`src/rtl/sprite_pkg.sv`:
```
// Shared sprite constants: FSM state encoding and bitmap geometry.
package sprite_pkg;

  localparam logic [2:0] ST_WAIT_VSTART = 3'd0;
  localparam logic [2:0] ST_WAIT_LOAD   = 3'd1;
  localparam logic [2:0] ST_LOAD_SETUP  = 3'd2;
  localparam logic [2:0] ST_LOAD_FETCH  = 3'd3;
  localparam logic [2:0] ST_WAIT_HSTART = 3'd4;
  localparam logic [2:0] ST_DRAW        = 3'd5;
  localparam logic [2:0] ST_NEXT_ROW    = 3'd6;

  localparam int SPRITE_ROWS           = 16;
  localparam int SPRITE_ROW_BITS       = 8;
  localparam int SPRITE_WIDTH_MIRRORED = 16;

  typedef logic [$clog2(SPRITE_ROWS)-1:0] row_addr_t;
  typedef logic [SPRITE_ROW_BITS-1:0]     row_bits_t;

endpackage

```
`src/rtl/sprite_renderer.sv`:
```
// Per-line sprite renderer: fetches one ROM row per horizontal blank and
// shifts it out as a 1-bit pixel stream, optionally mirrored to 16 pixels.
module sprite_renderer
  import sprite_pkg::*;
#(
  parameter int HEIGHT = 16,
  parameter int MIRROR = 1
) (
  input  logic       clk,
  input  logic       reset,
  input  logic       vstart,
  input  logic       load,
  input  logic       hstart,
  output logic [3:0] rom_addr,
  input  logic [7:0] rom_bits,
  output logic       gfx,
  output logic       in_progress
);

  localparam row_addr_t LAST  = (MIRROR != 0) ? row_addr_t'(SPRITE_WIDTH_MIRRORED - 1)
                                              : row_addr_t'(SPRITE_ROW_BITS - 1);
  localparam row_addr_t YLAST = row_addr_t'(HEIGHT - 1);

  // Pixels 0..7 take bits 0..7; pixels 8..15 walk back down bits 7..0.
  function automatic logic [2:0] mirror_sel(input row_addr_t x);
    return x[3] ? ~x[2:0] : x[2:0];
  endfunction

  logic [2:0] state_q, state_d;
  row_addr_t  ycount_q, ycount_d;
  row_addr_t  xcount_q, xcount_d;
  row_bits_t  rowbits_q, rowbits_d;
  row_addr_t  rom_addr_q, rom_addr_d;

  // Next-state logic: strobes only matter in their own wait state.
  always_comb begin
    state_d    = state_q;
    ycount_d   = ycount_q;
    xcount_d   = xcount_q;
    rowbits_d  = rowbits_q;
    rom_addr_d = rom_addr_q;
    case (state_q)
      ST_WAIT_VSTART: begin
        ycount_d = '0;
        if (vstart) state_d = ST_WAIT_LOAD;
      end
      ST_WAIT_LOAD: begin
        if (load) state_d = ST_LOAD_SETUP;
      end
      ST_LOAD_SETUP: begin
        rom_addr_d = ycount_q;
        state_d    = ST_LOAD_FETCH;
      end
      ST_LOAD_FETCH: begin
        rowbits_d = rom_bits;
        state_d   = ST_WAIT_HSTART;
      end
      ST_WAIT_HSTART: begin
        if (hstart) begin
          xcount_d = '0;
          state_d  = ST_DRAW;
        end
      end
      ST_DRAW: begin
        xcount_d = xcount_q + 1'b1;
        if (xcount_q == LAST) state_d = ST_NEXT_ROW;
      end
      ST_NEXT_ROW: begin
        if (ycount_q == YLAST) begin
          state_d = ST_WAIT_VSTART;
        end else begin
          ycount_d = ycount_q + 1'b1;
          state_d  = ST_WAIT_LOAD;
        end
      end
      default: state_d = ST_WAIT_VSTART;
    endcase
  end

  // State registers, cleared immediately on reset.
  always_ff @(posedge clk or posedge reset) begin
    if (reset) begin
      state_q    <= ST_WAIT_VSTART;
      ycount_q   <= '0;
      xcount_q   <= '0;
      rowbits_q  <= '0;
      rom_addr_q <= '0;
    end else begin
      state_q    <= state_d;
      ycount_q   <= ycount_d;
      xcount_q   <= xcount_d;
      rowbits_q  <= rowbits_d;
      rom_addr_q <= rom_addr_d;
    end
  end

  // gfx is decoded from registered state so reset blanks it in the same cycle.
  assign gfx         = (state_q == ST_DRAW) & rowbits_q[mirror_sel(xcount_q)];
  assign in_progress = (state_q != ST_WAIT_VSTART);
  assign rom_addr    = rom_addr_q;

endmodule
```
`config.mk`:
```
export PLATFORM = sky130hd
export DESIGN_NAME = sprite_renderer
export DESIGN_NICKNAME = d
export VERILOG_FILES = /design/src/rtl/sprite_pkg.sv /design/src/rtl/sprite_renderer.sv
export SDC_FILE = /design/constraint.sdc
export NUM_CORES = 1
export LEC_CHECK = 0
export ABC_AREA = 1
export BUFFER_PORTS_ARGS = -buffer_cell sky130_fd_sc_hd__buf_4
export CAP_MARGIN = 15
export CORE_MARGIN = 8
export CORE_UTILIZATION = 45
export CTS_CLUSTER_SIZE = 30
export DETAILED_ROUTE_END_ITERATION = 7
export PLACE_DENSITY = 0.65
export SLEW_MARGIN = 20
export SYNTH_ARGS = -nofsm -noshare
export SYNTH_HDL_FRONTEND = slang
export SYNTH_SLANG_ARGS = --single-unit
export TNS_END_PERCENT = 50
```
`constraint.sdc`:
```
create_clock -name clk -period 1.75 [get_ports clk]
set_clock_uncertainty 0.2 [all_clocks]
set_input_delay 0.0875 -clock clk [delete_from_list [all_inputs] [get_ports clk]]
set_output_delay 0.0875 -clock clk [all_outputs]
set_load 0.05 [all_outputs]
```
* Word-level counts from Yosys, hierarchy flattened
Cells that the tools add are included.
** Word-level totals
- Register bits :: 23
- Bits of input ports :: 13
- Output and inout bits :: 6
- Logic and storage cells :: 43
** Cells by class
- Add/subtract/negate cells :: 2
- Magnitude comparators :: 1
- Equality and inequality tests :: 13
- Multiplexer cells :: 13
- Bitwise gates (word level) :: 2
- Reduce and logical (&&, ||, !) cells :: 7
** Operators by type and width (count)
- 3-bit one-hot mux with 7 select lines :: 1
- 4-bit one-hot mux with 2 select lines :: 2
- 3-bit two-way mux :: 5
- 2-bit != test (second input constant) :: 5
- 3-bit == test (second input constant) :: 3
- 4-bit by 1-bit adder with 4-bit output (second input constant) :: 2
- 4-bit == test (second input constant) :: 2
- 4-bit two-way mux :: 2
- 3-bit by 2-bit == test with 1-bit output (second input constant) :: 2
- 3-bit by 4-bit < comparator with 1-bit output (second input constant) :: 1
- 2-bit AND reduction :: 2
- 4-bit AND reduction :: 1
- 2-bit nonzero test :: 2
- 1-bit binary-select mux with 3-bit select :: 1
- 3-bit by 1-bit == test with 1-bit output (second input constant) :: 1
- 3-bit zero test :: 1
- 3-bit inverter :: 1
- 3-bit nonzero test :: 1
- 1-bit two-way mux :: 2
- 1-bit AND :: 1

* Logic depth before layout (Yosys ltp)
Gate-level depths: netlist of the first run.
- Depth in word-level cells :: 5
- Depth in mapped cells :: 8
- Mapped depth without buffers :: 8

* Worst setup path after synthesis of the first run
Ideal clock, no wire load.
- Kind :: register to output
- From :: register xcount_q[3]
- To :: output port gfx
- Arrival :: 1.512 ns
- Data required time :: 1.462 ns
- Path slack :: -0.050 ns
- Cell stages (with the launch flop) :: 9
- Path buffers :: 0
- Path through :: dfrtp_1 -> inv_1 -> nand2_1 -> nand2_1 -> nand2_1 -> nand3_1 -> nand3_1 -> nand2_1 -> nor2_1
** Between the ends
- Word-level cells in the longest chain between the ends :: 4
** Ends and longest elaborated chain
- start: declaration :: RTL line sprite_renderer.sv:31 : row_addr_t xcount_q, xcount_d;
- start signal: assignment :: RTL line sprite_renderer.sv:91 : xcount_q <= xcount_d;
- 3-bit two-way mux :: RTL line sprite_renderer.sv:26 : return x[3] ? ~x[2:0] : x[2:0];
- 1-bit binary-select mux with 3-bit select :: RTL line sprite_renderer.sv:98 : assign gfx = (state_q == ST_DRAW) & rowbits_q[mirror_sel(xcount_q)];
- 1-bit two-way mux (not written as such) :: RTL line sprite_renderer.sv:98
- 1-bit AND :: RTL line sprite_renderer.sv:98
- end: declaration :: RTL line sprite_renderer.sv:16 : output logic gfx,
Every way passes these cells. The select of a mux whose other input is x is not followed.

* Worst setup path after layout of the first run
Ends and elaborated chain as after synthesis.

==> run summary, run 1 <==
status - finished with violations
failing checks - setup timing
LEAKAGE - 0.788 nW
Num CTS Buffers - 3
Clock Latency Late Sink - 0.30 ns
synthesis warning total - 0
RSZ-0062 raised after global routing - yes
max_slew headroom - 76.4%
Fillers - 219
most common cell after layout, fill and taps aside - buf_4
post-synthesis mux area share - 2.80%
H-Tree Depth - 1
most frequent cells in the layout - buf_4 (25), dfrtp_1 (21), nand2_1 (18), inv_1 (14), nand3_1 (14)
hold_ws - 0.0114 ns
register area share after synthesis - 47.6%
DRC viols - 0
Tightest Pin Transition - 0.354 ns
Die H - 67.8 um
Synth Area in XOR/XNOR - 0%
Port-buffer cells - 18
kind of critical path - flip-flop to output pin
Routed WL per cell - 12.8 um
Synth Instances - 149
vias per cell - 4.96
Compound-Gate Fraction of Synth Area - 10.7%
vias in the first global route - 1070
pin count of the biggest net entering global routing - 24
average size of a mapped cell - 8.11 um2
placed instance area - 0.00139 mm2
CTS max path bufs - 2
simple logic cell fraction of the synthesized area - 26.7%
crit path max fanout - 6
Worst EP required - 1.46 ns
Pwr Density - 1480 mW/mm2
Mapped Area - 0.00121 mm2
nets - 204
Post-Route WL - 2.77 mm
Setup WS post-layout - -0.0884 ns
initial antenna violation count - 0
Worst Hold Class - input pin to flip-flop
clock root buffer master - clkbuf_4
startpoint types - flip-flop
first-pass GRT wire length - 4.54 mm
minimum clock period - 1.84 ns
I/O pins - 19
largest family of logic cells by synthesized area - simple AND/OR/NAND/NOR gates
Routed Antenna Nets - 0
placer congestion estimate - 0.822
initial core utilization - 47.9%
Layout area overhead - 34.9%
via count - 1076
total track usage - 12.7%
# clock sinks - 23
Ant. Diodes - 0
DP HPWL - 1.88 mm
CTS tree - done
Die Area - 0.00460 mm2
cell row count - 18
die width - 67.8 um
CTS clk-pin slew, worst paths - 0.13 ns
WP data arrival - 1.55 ns
Max Cap Violations - 0
Fmax - 0.544 GHz
Setup crit end kind - output pin
final design area excluding fillers - 0.00163 mm2
final total power - 0.00241 W
Final period util - 105%
Syn Nets - 165
Final setup viols - 1
#FFs+latches synth - 23
share of cells above drive strength 1 - 34.8%
Fin. Hold Viols - 0
drt pass-1 iters - 4
Max rail drop VDD - 0.000913 V
Initial DRC Count - 76
Final Util - 64.6%
Post-Synth Adder-Cell Area - 3.11%
Slew Limit Fails - 0
GRT Residual Overflow - 0
Synth cell types - 23
Core Footprint - 0.00252 mm2
[area by class of cell]
| class | instances | area, um2 | share of cell area, % |
|---|---|---|---|
| Tap cell | 30 | 37.5 | 2.30 |
| Sequential cell | 23 | 578 | 35.5 |
| Clock buffer | 4 | 26.3 | 1.61 |
| Multi-Input combinational cell | 100 | 591 | 36.2 |
| Inverter | 23 | 88.8 | 5.45 |
| Timing Repair Buffer | 37 | 309 | 19.0 |
[state kept, by name (all words and copies together) (netlist names)]
register	flops
ycount_q	4
state_q	3
rom_addr	4
rowbits_q	8
xcount_q	4
[logic make-up (layout without fill, tap and decap cells)]
| kind of cell | Yosys count | count (layout) |
|---|---|---|
| AOI/OAI and AO/OA | 25 | 25 |
| adders and majority gates | 3 | 3 |
| buffers and inverters | 26 | 64 |
| DFF | 23 | 23 |
| muxes | 3 | 3 |
| and+or+nand+nor | 69 | 69 |
[final timing paths]
check,startpoint,endpoint,slack (ns),cells after the start
worst max-delay path,xcount_q[3],gfx,-0.09,6
worst min-delay path,vstart,state_q[0],0.01,6
worst max register to register,xcount_q[0],state_q[0],0.20,7
worst min register to register,xcount_q[2],xcount_q[2],0.31,1
max in group asynchronous,reset,state_q[0],0.93,4
min in group asynchronous,reset,rom_addr[1],0.17,4
[routing by layer]
metal / vias to the layer above / wire length [um] / GRT usage, %
met5: - / 0 / 0
li1: 560 / - / -
met3: 2 / 100 / 2.12
met1: 497 / 1310 / 16.8
met2: 17 / 1340 / 20.4
met4: 0 / 18 / 4.60
[worst max-delay path: stages, from the launching register on]
cell,delay [ns]
dfrtp_2,0.49
ha_1,0.34
inv_1,0.06
nand2_2,0.05
nor2_2,0.04
nor2_2,0.11
buf_6,0.16
[where the power goes]
group	switching (W)	leakage (nW)	internal (W)
clock network	0.000158	0.0150	0.0000888
registers	0.000193	0.288	0.000711
logic	0.000739	0.486	0.000521
[through the flow]
step	worst slack [ns]	std cells	TNS (ns)
final	-0.0884	217	-0.0884
after global routing	-0.214	217	-0.214
after CTS	-0.0755	215	-0.108
after detailed placement	0.166	198	0
after global placement	0.210	198	0
after floorplan	0.171	149	0
[repair_timing]
action / 4_1_cts / 5_1_grt
hold endpoints to repair: 37 / 0
hold buffers: 11 / 0
setup endpoints to repair: 2 / 2
setup buffers: 2 / 2
resized for setup: 10 / 17
pin swaps: 2 / 7
[synthesized netlist by cell type, drive strengths merged]
cell     n  area, um2
and2     1       6.26
buf      3       23.8
nor3b    1       12.5
o21ai   14       73.8
ha       3       37.5
inv     22       82.6
nor3     4       25.0
nand2   30        115
dfrtp   23        576
a21oi   11       55.1
nand3   18        105
clkinv   1       3.75
mux2     3       33.8
nor2    15       58.8
Note: power is estimated with default switching activity, not from simulation.
==> inputs of run 2 (changes only) <==
--- a/config.mk
+++ b/config.mk
@@ -7,12 +7,12 @@
 export LEC_CHECK = 0
 export ABC_AREA = 1
 export BUFFER_PORTS_ARGS = -buffer_cell sky130_fd_sc_hd__buf_4
-export CAP_MARGIN = 15
 export CORE_MARGIN = 8
 export CORE_UTILIZATION = 45
 export CTS_CLUSTER_SIZE = 30
 export DETAILED_ROUTE_END_ITERATION = 7
 export PLACE_DENSITY = 0.65
+export SKIP_LAST_GASP = 1
 export SLEW_MARGIN = 20
 export SYNTH_ARGS = -nofsm -noshare
 export SYNTH_HDL_FRONTEND = slang
==> run 2 against run 1 <==
  * The flow still finishes with violations (setup timing)
  * Global-route usage is the same
  * Sequential power fell by 1%
  * Die area stayed put
  * First-iteration DRC count is 5.3% lower
  * Clock power about the same
  * Clock-buffer cell count unchanged
  * Fmax decreased by 0.10%
  * Routed wire length is 0.11% higher
  * Register-to-register slack barely moved
  * Critical path type unchanged
  * Largest power group unchanged
==> run summary, run 2 (synthesis results as in run 1) <==
status - finished with violations
failing checks - setup timing
Multi-input gate area - 584 um2
DP Worst Slack - 0.166 ns
Fmax - 0.543 GHz
Fillers - 222
startpoint types - flip-flop
CTS tree - done
drt pass-1 iters - 4
share of cells above drive strength 1 - 34.8%
Final period util - 105%
GR Util met2 - 20.4%
final total power - 0.00239 W
CTS clk-pin slew, worst paths - 0.13 ns
Core Footprint - 0.00252 mm2
die width - 67.8 um
LEAKAGE - 0.787 nW
Max rail drop VDD - 0.000913 V
I/O pins - 19
hold_ws - 0.0130 ns
nets - 204
CTS max path bufs - 2
most frequent cells in the layout - buf_4 (25), dfrtp_1 (21), nand2_1 (18), inv_1 (14), nand3_1 (14)
Clock Latency Late Sink - 0.30 ns
placer congestion estimate - 0.822
kind of critical path - flip-flop to output pin
DP HPWL - 1.88 mm
DRC viols - 0
initial antenna violation count - 0
Final Util - 64.4%
# clock sinks - 23
Initial DRC Count - 72
GRT Max-Usage Layer - met2
Ant. Diodes - 0
max_slew headroom - 79.6%
Layout area overhead - 34.4%
Worst Hold Class - input pin to flip-flop
clock root buffer master - clkbuf_4
Routed WL per cell - 12.8 um
initial core utilization - 47.9%
pin count of the biggest net entering global routing - 24
Max Cap Violations - 0
Routed Antenna Nets - 0
Setup WS post-layout - -0.0903 ns
RSZ-0062 raised after global routing - yes
M1 GR Usage - 16.8%
max reg flops - 8
Worst EP required - 1.46 ns
setup_tns - -0.0903 ns
WP data arrival - 1.55 ns
first-pass GRT wire length - 4.54 mm
total track usage - 12.7%
via count - 1073
Die Area - 0.00460 mm2
Die H - 67.8 um
Top reg by flops - rowbits_q
Post-Route WL - 2.77 mm
vias per cell - 4.94
vias in the first global route - 1070
minimum clock period - 1.84 ns
H-Tree Depth - 1
Port-buffer cells - 18
GRT Residual Overflow - 0
Final setup viols - 1
most common cell after layout, fill and taps aside - buf_4
cell row count - 18
Tightest Pin Transition - 0.306 ns
Num CTS Buffers - 3
GR met3 Demand/Resource - 2.12%
Pwr Density - 1470 mW/mm2
Register Area - 578 um2
Slew Limit Fails - 0
crit path max fanout - 6
Fin. Hold Viols - 0
Setup crit end kind - output pin
-- run 2: path summary, 6_finish.rpt --
kind	startpoint	endpoint	slack, ns	cells past startpoint
setup reg to reg	xcount_q[0]	state_q[0]	0.20	7
hold / removal	vstart	state_q[0]	0.01	6
min in group asynchronous	reset	rom_addr[1]	0.17	4
hold reg to reg	rom_addr[3]	rom_addr[3]	0.31	2
max in group asynchronous	reset	state_q[0]	0.94	4
setup / recovery	xcount_q[3]	gfx	-0.09	6
-- run 2: cell type report --
class	count	area share, %
Clock buffer	4	1.62
Inverter	23	5.47
Multi-Input combinational cell	100	36.0
Sequential cell	23	35.6
Tap cell	30	2.31
Timing Repair Buffer	37	19.0
-- run 2: where the power goes --
part	switching [W]	total (W)	internal, W
Clock	0.000159	0.000247	0.0000888
Combinational	0.000739	0.00125	0.000513
Sequential	0.000183	0.000894	0.000711
Total	0.00108	0.00239	0.00131
-- run 2: through the flow --
stage / area [um2] / instances
floorplan: 1210 / 149
global placement: 1390 / 198
detailed placement: 1390 / 198
CTS: 1560 / 215
global route: 1620 / 217
finish: 1620 / 217
-- run 2: critical path: stages, from the launching register on --
cell	delay, ns
dfrtp_2	0.49
ha_1	0.34
inv_1	0.06
nand2_2	0.05
nor2_2	0.04
nor2_2	0.11
buf_6	0.16
-- run 2: layer usage --
layer / vias to the layer above / wire length, um
li1: 559 / -
met1: 497 / 1290
met2: 15 / 1360
met3: 2 / 99
met4: 0 / 18
met5: - / 0
-- run 2: what timing repair did --
item | CTS | global route
gates resized for setup | 10 | 16
pin swaps | 2 | 7
setup endpoints to repair | 2 | 2
buffers inserted | 2 | 2
hold buffers | 11 | 0
hold endpoints to repair | 37 | 0
